File: src/rtl/reg_scoreboard.sv
// Register scoreboard for in-flight long-latency ops (loads, mul/div).
// Raises the ID stall when a source or destination is still pending.
//
// Ports:
//   clk, rst_n        rising-edge clock, asynchronous active-low reset
//   id_rs1/id_rs2     ID source registers, qualified by id_rs*_used
//   id_rd             ID destination, qualified by id_reg_write
//   id_long_lat       ID op completes through a long-latency unit
//   id_issue          ID instruction valid and leaving ID this cycle
//   wb_valid/wb_rd    long-latency writeback this cycle
//   stall             combinational hold for ID/IF
//   rs1/rs2_hazard    stall causes: source operand pending
//   pending_mask      registered pending bit per register
//   outstanding       registered count of in-flight ops
//   err_sticky        writeback to a non-pending register seen
module reg_scoreboard #(
    parameter int NUM_REGS        = 32,
    parameter int REG_ADDR_W      = 5,
    parameter int MAX_OUTSTANDING = 4,
    parameter int CNT_W           = 3
) (
    input  logic                  clk,
    input  logic                  rst_n,
    input  logic [REG_ADDR_W-1:0] id_rs1,
    input  logic [REG_ADDR_W-1:0] id_rs2,
    input  logic                  id_rs1_used,
    input  logic                  id_rs2_used,
    input  logic [REG_ADDR_W-1:0] id_rd,
    input  logic                  id_reg_write,
    input  logic                  id_long_lat,
    input  logic                  id_issue,
    input  logic                  wb_valid,
    input  logic [REG_ADDR_W-1:0] wb_rd,
    output logic                  stall,
    output logic                  rs1_hazard,
    output logic                  rs2_hazard,
    output logic [NUM_REGS-1:0]   pending_mask,
    output logic [CNT_W-1:0]      outstanding,
    output logic                  err_sticky
);

    localparam logic [CNT_W-1:0] MAX_C = CNT_W'(MAX_OUTSTANDING);
    localparam logic [REG_ADDR_W-1:0] X0 = '0;

    logic                wb_pend;
    logic                waw;
    logic                full;
    logic                acc;
    logic [NUM_REGS-1:0] pending_nxt;
    logic [CNT_W-1:0]    cnt_nxt;

    // A pending register being written back this cycle is covered by
    // MEM/WB forwarding, so it no longer counts as a hazard.
    assign wb_pend = wb_valid && pending_mask[wb_rd];

    assign rs1_hazard = id_rs1_used && (id_rs1 != X0)
                     && pending_mask[id_rs1]
                     && !(wb_pend && (wb_rd == id_rs1));

    assign rs2_hazard = id_rs2_used && (id_rs2 != X0)
                     && pending_mask[id_rs2]
                     && !(wb_pend && (wb_rd == id_rs2));

    assign waw = id_reg_write && (id_rd != X0)
              && pending_mask[id_rd]
              && !(wb_pend && (wb_rd == id_rd));

    // A completing op frees a slot in the same cycle.
    assign full = id_long_lat && id_reg_write
               && (outstanding == MAX_C) && !wb_pend;

    assign stall = rs1_hazard | rs2_hazard | waw | full;

    assign acc = id_issue && !stall && id_reg_write
              && id_long_lat && (id_rd != X0);

    // Set wins over clear so a WAW reissue on the completing register
    // stays tracked.
    always_comb begin
        pending_nxt = '0;
        for (int i = 0; i < NUM_REGS; i++) begin
            pending_nxt[i] =
                (pending_mask[i]
                 && !(wb_pend && (wb_rd == REG_ADDR_W'(i))))
                || (acc && (id_rd == REG_ADDR_W'(i)));
        end
    end

    assign cnt_nxt = outstanding + CNT_W'(acc) - CNT_W'(wb_pend);

    always_ff @(posedge clk or negedge rst_n) begin
        if (!rst_n) begin
            pending_mask <= '0;
            outstanding  <= '0;
            err_sticky   <= 1'b0;
        end else begin
            pending_mask <= pending_nxt;
            outstanding  <= cnt_nxt;
            if (wb_valid && !pending_mask[wb_rd])
                err_sticky <= 1'b1;
        end
    end

endmodule

File: config.mk
export PLATFORM = sky130hd
export DESIGN_NAME = reg_scoreboard
export DESIGN_NICKNAME = d
export VERILOG_FILES = /design/src/rtl/reg_scoreboard.sv
export SDC_FILE = /design/constraint.sdc
export NUM_CORES = 1
export LEC_CHECK = 0
export CAP_MARGIN = 15
export CORE_ASPECT_RATIO = 2
export CORE_MARGIN = 2
export CORE_UTILIZATION = 40
export CTS_CLUSTER_SIZE = 16
export DETAILED_ROUTE_END_ITERATION = 16
export GPL_TIMING_DRIVEN = 0
export PLACE_DENSITY = 0.61
export SYNTH_ARGS = -nofsm -noshare
export SYNTH_HDL_FRONTEND = slang
export SYNTH_SLANG_ARGS = --single-unit
File: constraint.sdc
create_clock -name clk -period 6.6 [get_ports clk]
set_clock_uncertainty 0.05 [all_clocks]
set_input_delay 1.98 -clock clk [delete_from_list [all_inputs] [get_ports clk]]
set_output_delay 1.98 -clock clk [all_outputs]
set_load 0.05 [all_outputs]
# After elaboration in Yosys (flattened, before gate mapping)
# Cells that the tools add are included.
op_classes:
  add_sub_neg: 2
  order_cmp: 4
  n_eq_ne: 66
  mux: 8
  n_bitwise: 3
  reduce_logical: 192
op_table:
  columns: ["operator", "count"]
  rows:
  - ["5-bit equality test (second input constant)", 32]
  - ["1-bit logical AND", 117]
  - ["5-bit by 4-bit equality test with 1-bit output (second input constant)", 16]
  - ["5-bit by 3-bit equality test with 1-bit output (second input constant)", 8]
  - ["1-bit zero test", 38]
  - ["1-bit logical OR", 32]
  - ["5-bit by 6-bit < comparator with 1-bit output (second input constant)", 4]
  - ["1-bit binary-select mux with 5-bit select", 4]
  - ["5-bit by 2-bit equality test with 1-bit output (second input constant)", 4]
  - ["5-bit equality test", 3]
  - ["5-bit nonzero test", 3]
  - ["5-bit by 1-bit equality test with 1-bit output (second input constant)", 2]
  - ["5-bit zero test", 2]
  - ["1-bit 2-to-1 mux", 4]
  - ["3-bit by 1-bit adder with 3-bit output", 1]
  - ["3-bit equality test (second input constant)", 1]
  - ["1-bit bitwise OR", 3]
  - ["3-bit by 1-bit subtractor with 3-bit output", 1]
totals:
  ff_bits: 36
  inputBits: 28
  output_inout_bits: 39

# Depth between registers and ports, before layout
logic_depth:
  ltp_word: 16
  mapped_depth: 15
  depth_no_buf: 13

# Worst setup path after synthesis
# OpenSTA, ideal clock, no wires.
synth_path:
  path_kind: "input port to output port"
  from: "input port wb_rd[0]"
  to: "output port rs1_hazard"
  arrival_time_ns: 4.088
  t_required_ns: 4.570
  slack_ns: 0.482
  stages: 7
  path_cell_list: "buf_2 > mux2_2 > a221oi_1 > nand4_1 > and3b_2 > buf_4 > a21oi_1"
synth_between:
  elab_chain_len: 6
  word_cells_on_any_way: 7
synth_rtl:
  columns: ["element", "line_no", "source"]
  rows:
  - ["start: declaration", "33", "input logic [REG_ADDR_W-1:0] wb_rd,"]
  - ["1-bit binary-select mux with 5-bit select", "54", "assign wb_pend = wb_valid && pending_mask[wb_rd];"]
  - ["1-bit 2-to-1 mux (implied by the code)", "54", null]
  - ["1-bit logical AND", "54", null]
  - ["1-bit logical AND (*)", "58", "&& !(wb_pend && (wb_rd == id_rs1));"]
  - ["1-bit zero test (*)", "58", null]
  - ["1-bit logical AND (*)", "58", null]
  - ["end: declaration", "35", "output logic rs1_hazard,"]
# Every way passes the cells marked *; elsewhere a longest branch is shown, timed or not. The select of a mux whose other input is x is not followed.

# Worst setup path in the final report
layout_path:
  from: "input port wb_rd[1]"
  to: "output port stall"
layout_between:
  elab_chain_len: 9
  word_cells_on_any_way: 20
layout_rtl:
  columns: ["element", "line_no", "source"]
  rows:
  - ["1-bit binary-select mux with 5-bit select", "54", null]
  - ["1-bit 2-to-1 mux (implied by the code)", "54", null]
  - ["1-bit logical AND", "54", null]
  - ["1-bit logical AND, on equally long branches", "58, 62", null]
  - ["1-bit zero test, on equally long branches", "58, 62", null]
  - ["1-bit logical AND, on equally long branches", "58, 62", null]
  - ["1-bit bitwise OR (2 in a row)", "72", "assign stall = rs1_hazard | rs2_hazard | waw | full;"]
  - ["1-bit bitwise OR (*)", "72", null]
  - ["end: declaration", "34", "output logic stall,"]
# Marks and branches as above.

==> metrics.txt <==
# TYPE chip_impl_metric gauge
chip_impl_metric{name="path_max_fanout",unit=""} 10
chip_impl_info{name="mostFrequentLayoutCell",value="sky130_fd_sc_hd__clkdlybuf4s50_1"} 1
chip_impl_metric{name="post_synth_inst_count",unit=""} 327
chip_impl_metric{name="vias_per_cell",unit=""} 6.211
chip_impl_metric{name="postCtsSetupBuffers",unit=""} 0
chip_impl_metric{name="cts_buffers",unit=""} 5
chip_impl_metric{name="synth_edf_count",unit=""} 0
chip_impl_metric{name="insertion_delay",unit="ns"} 0.28
chip_impl_metric{name="final_net_count",unit=""} 421
chip_impl_info{name="r2r-start",value="pending_mask[2]"} 1
chip_impl_metric{name="timing.reg2reg.worst_path_depth",unit=""} 13
chip_impl_metric{name="top_level_ports",unit=""} 67
chip_impl_metric{name="finalCriticalPeriod",unit="ns"} 6.511
chip_impl_info{name="status",value="finished clean"} 1
chip_impl_metric{name="hold_violations",unit=""} 0
chip_impl_metric{name="initial_utilization",unit="%"} 40.55
chip_impl_metric{name="chipWidth",unit="um"} 66.99
chip_impl_metric{name="reg2reg_slack",unit="ns"} 2.76
chip_impl_metric{name="drive_gt1_share",unit="%"} 14.58
chip_impl_metric{name="grt_pass1_wl",unit="um"} 16550
chip_impl_metric{name="dp_slack",unit="ns"} -0.6900
chip_impl_metric{name="postCtsHoldBufs",unit=""} 0
chip_impl_metric{name="critPathArrivalTime",unit="ns"} 4.48
chip_impl_metric{name="cellLeakagePower",unit="nW"} 1.536
chip_impl_metric{name="worst_path_required",unit="ns"} 4.57
chip_impl_info{name="layout_common_cells",value="sky130_fd_sc_hd__clkdlybuf4s50_1 (52), sky130_fd_sc_hd__nand2_1 (44), sky130_fd_sc_hd__o21ai_1 (43)"} 1
chip_impl_metric{name="p_total",unit="mW"} 0.9091
chip_impl_info{name="timing.rr.end",value="outstanding[2]"} 1
chip_impl_metric{name="ys_seq_area_share",unit="%"} 28.38
chip_impl_metric{name="syn_to_final_growth",unit="%"} 25.94
chip_impl_metric{name="hpwl",unit="um"} 8149
chip_impl_metric{name="peak_ir_drop_on_the_vdd_network",unit="mV"} 0.2136
chip_impl_metric{name="overflow",unit=""} 0
chip_impl_metric{name="std_cell_rows",unit=""} 46
chip_impl_metric{name="drt_pass1_iterations",unit=""} 5
chip_impl_metric{name="yosysUniqueCellTypes",unit=""} 53
chip_impl_metric{name="hold_ws",unit="ns"} 0.4208
chip_impl_info{name="worst_hold_path_type",value="reg2reg"} 1
chip_impl_metric{name="routed_wirelength",unit="um"} 10830
chip_impl_info{name="synth_ff_type",value="sky130_fd_sc_hd__dfrtp_1"} 1
chip_impl_metric{name="yosysWarningCount",unit=""} 0
chip_impl_metric{name="die_height",unit="um"} 130.0
chip_impl_metric{name="worstHoldPathCells",unit=""} 1
chip_impl_metric{name="clk_pin_slew",unit="ns"} 0.05
chip_impl_info{name="slowest_stage",value="sky130_fd_sc_hd__clkdlybuf4s50_1"} 1
chip_impl_metric{name="core",unit="um2"} 7828
chip_impl_metric{name="route.detailed.drc",unit=""} 0
chip_impl_info{name="worst_setup_path_start_kind",value="input port"} 1
chip_impl_metric{name="finalSetupTns",unit="ns"} 0
chip_impl_metric{name="maxCapViolCount",unit=""} 0
chip_impl_metric{name="avg_synthesized_cell_area",unit="um2"} 9.707
chip_impl_metric{name="grt_start_max_net_pins",unit=""} 37
chip_impl_metric{name="period_share",unit="%"} 98.66
chip_impl_info{name="whs_endpoint",value="err_sticky"} 1
chip_impl_metric{name="p_per_area",unit="nW/um2"} 227.4
chip_impl_metric{name="syn-cell-area",unit="um2"} 3174
chip_impl_metric{name="initialDrtViolationCount",unit=""} 177
chip_impl_metric{name="ctsHtreeMaxLevel",unit=""} 2
chip_impl_metric{name="numPortBuffers",unit=""} 56
chip_impl_metric{name="postLayoutSetupSlackWorst",unit="ns"} 0.08862
chip_impl_metric{name="cts_sinks",unit=""} 36
chip_impl_metric{name="grtUsageTotal",unit="%"} 26.04
chip_impl_metric{name="routabilityCongestion",unit=""} 0.9136
chip_impl_info{name="critPathCaptureType",value="output port"} 1
chip_impl_metric{name="syn_nets",unit=""} 358
chip_impl_info{name="grt_setup_unrepaired",value="yes"} 1
chip_impl_metric{name="antenna_found_initial",unit=""} 0
chip_impl_metric{name="first_global_vias",unit=""} 2929
chip_impl_metric{name="detail-route-antenna-nets",unit=""} 0
chip_impl_metric{name="timing.final.setup_violations",unit=""} 0
chip_impl_metric{name="worst-slew-pin-transition",unit="ns"} 0.8484
chip_impl_metric{name="timing.fmax",unit="MHz"} 153.6
chip_impl_metric{name="slew_viol_final",unit=""} 0
chip_impl_metric{name="async_set_or_reset_register_ratio_after_synthesis",unit="%"} 100.0
chip_impl_info{name="cts_root_buffer",value="sky130_fd_sc_hd__clkbuf_16"} 1
chip_impl_metric{name="num_antenna_cells",unit=""} 0
chip_impl_metric{name="postSynthRegisterBits",unit=""} 36
chip_impl_metric{name="design.die.area",unit="um2"} 8707
chip_impl_info{name="critical_path.cell_chain",value="clkdlybuf4s50_1 > clkbuf_4 > mux4_2 > nand2_1 > nand4_1 > and3b_2 > a21oi_1 > nand4b_4 > buf_6 > buf_2"} 1
chip_impl_metric{name="max_slew_margin",unit="%"} 43.01
chip_impl_info{name="cts_tree",value="done"} 1
chip_impl_metric{name="post_drt_wl_per_cell",unit="um"} 22.24
chip_impl_metric{name="vias_after_detailed_routing",unit=""} 3025
chip_impl_metric{name="slowest_delay",unit="ns"} 0.61
chip_impl_info{name="hold_start",value="err_sticky"} 1
chip_impl_metric{name="ctsLongestPathBuffers",unit=""} 2
chip_impl_info{name="critPathKind",value="in2out"} 1
==> worst max-delay path: cells and delay by family <==
family,cells,cell delay [ns]
buffers and inverters,4,1.34
multiplexers,1,0.33
AO/OA/AOI/OAI,1,0.17
AND/OR/NAND/NOR,4,0.66
==> worst max-delay path by stage <==
stage                          from  cells after the start          to
final                      wb_rd[1]                     10       stall
after global routing       id_rd[3]                      8       stall
after CTS                 id_rs1[1]                     10       stall
after detailed placement   id_rd[3]                      8       stall
after global placement     wb_rd[1]                     10       stall
after floorplan            wb_rd[0]                      7  rs1_hazard
==> report_power, final <==
| part | internal (mW) | leakage, nW | switching, mW |
|---|---|---|---|
| sequential | 0.250 | 0.481 | 0.0475 |
| clock | 0.150 | 0.0712 | 0.0844 |
| combinational | 0.151 | 0.984 | 0.226 |
| total | 0.551 | 1.54 | 0.358 |
==> Yosys cell counts (2+ instances only) <==
library cell,number,area share (%)
sky130_fd_sc_hd__nor2_1,15,1.8
sky130_fd_sc_hd__mux4_2,20,14
sky130_fd_sc_hd__mux4_1,7,5.8
sky130_fd_sc_hd__mux2i_1,18,5.7
sky130_fd_sc_hd__clkbuf_1,13,1.5
sky130_fd_sc_hd__buf_2,4,0.63
sky130_fd_sc_hd__mux2_2,3,1.1
sky130_fd_sc_hd__o21ai_0,20,3.2
sky130_fd_sc_hd__dfrtp_1,36,28
sky130_fd_sc_hd__xnor2_1,11,3.0
sky130_fd_sc_hd__buf_4,2,0.47
sky130_fd_sc_hd__or2_2,3,0.59
sky130_fd_sc_hd__inv_1,6,0.71
sky130_fd_sc_hd__nor2b_1,5,0.99
sky130_fd_sc_hd__nand3_1,8,1.3
sky130_fd_sc_hd__or3b_4,3,1.1
sky130_fd_sc_hd__nand4b_1,3,0.83
sky130_fd_sc_hd__nor3_1,5,0.79
sky130_fd_sc_hd__nand2b_1,6,1.2
sky130_fd_sc_hd__xor2_1,6,1.7
sky130_fd_sc_hd__buf_6,5,1.8
sky130_fd_sc_hd__a2111oi_0,2,0.55
sky130_fd_sc_hd__o21ai_1,43,6.8
sky130_fd_sc_hd__nand3b_1,3,0.71
sky130_fd_sc_hd__nand2_1,44,5.2
sky130_fd_sc_hd__ha_1,2,0.79
sky130_fd_sc_hd__nand4_1,5,0.99
sky130_fd_sc_hd__a21oi_1,4,0.63
==> kinds of logic (layout without fill, tap and decap cells) <==
| group | Yosys count | in the layout | share of synthesized area (%) |
|---|---|---|---|
| multiplexers | 48 | 48 | 26.72 |
| buffers and inverters | 31 | 95 | 5.242 |
| flip-flops | 36 | 36 | 28.38 |
| AO/OA/AOI/OAI | 83 | 83 | 15.30 |
| adder cells (fa/ha/maj) | 3 | 3 | 1.419 |
| AND/OR/NAND/NOR | 109 | 109 | 18.25 |
| XOR/XNOR | 17 | 17 | 4.690 |
==> final cells by class <==
| cell class | instances | area, um2 |
|---|---|---|
| Sequential cell | 36 | 900.9 |
| Fill cell | 779 | 3830 |
| Timing Repair Buffer | 56 | 540.5 |
| Tap cell | 96 | 120.1 |
| Clock buffer | 8 | 146.4 |
| Buffer | 25 | 157.7 |
| Inverter | 6 | 22.52 |
| Multi-Input combinational cell | 260 | 2110 |
==> sequential cells by signal, indices dropped and copies added, names as in the netlist <==
name / count
pending_mask: 32
err_sticky: 1
outstanding: 3
==> metrics by stage <==
| step | instance area (um2) | utilization (%) | cells |
|---|---|---|---|
| CTS | 4001 | 51.12 | 487 |
| floorplan | 3174 | - | 327 |
| global route | 3998 | 51.07 | 487 |
| global placement | 3855 | 49.25 | 479 |
| detailed placement | 3850 | 49.18 | 479 |
| finish | 3998 | 51.07 | 487 |
==> repair_timing <==
item                       CTS  global route
pin swaps                    0             2
hold endpoints to repair     0             0
gates resized for setup      9            12
setup endpoints to repair    3             3
==> routing by layer <==
metal  wire [um]  vias to the layer above  global-route usage [%]
met3         663                       33                   2.672
li1            -                     1347                       -
met2        5623                      159                   43.71
met5           0                        -                       0
met1        4069                     1486                   32.66
met4         478                        0                   13.45
Note: power is estimated with default switching activity, not from simulation.
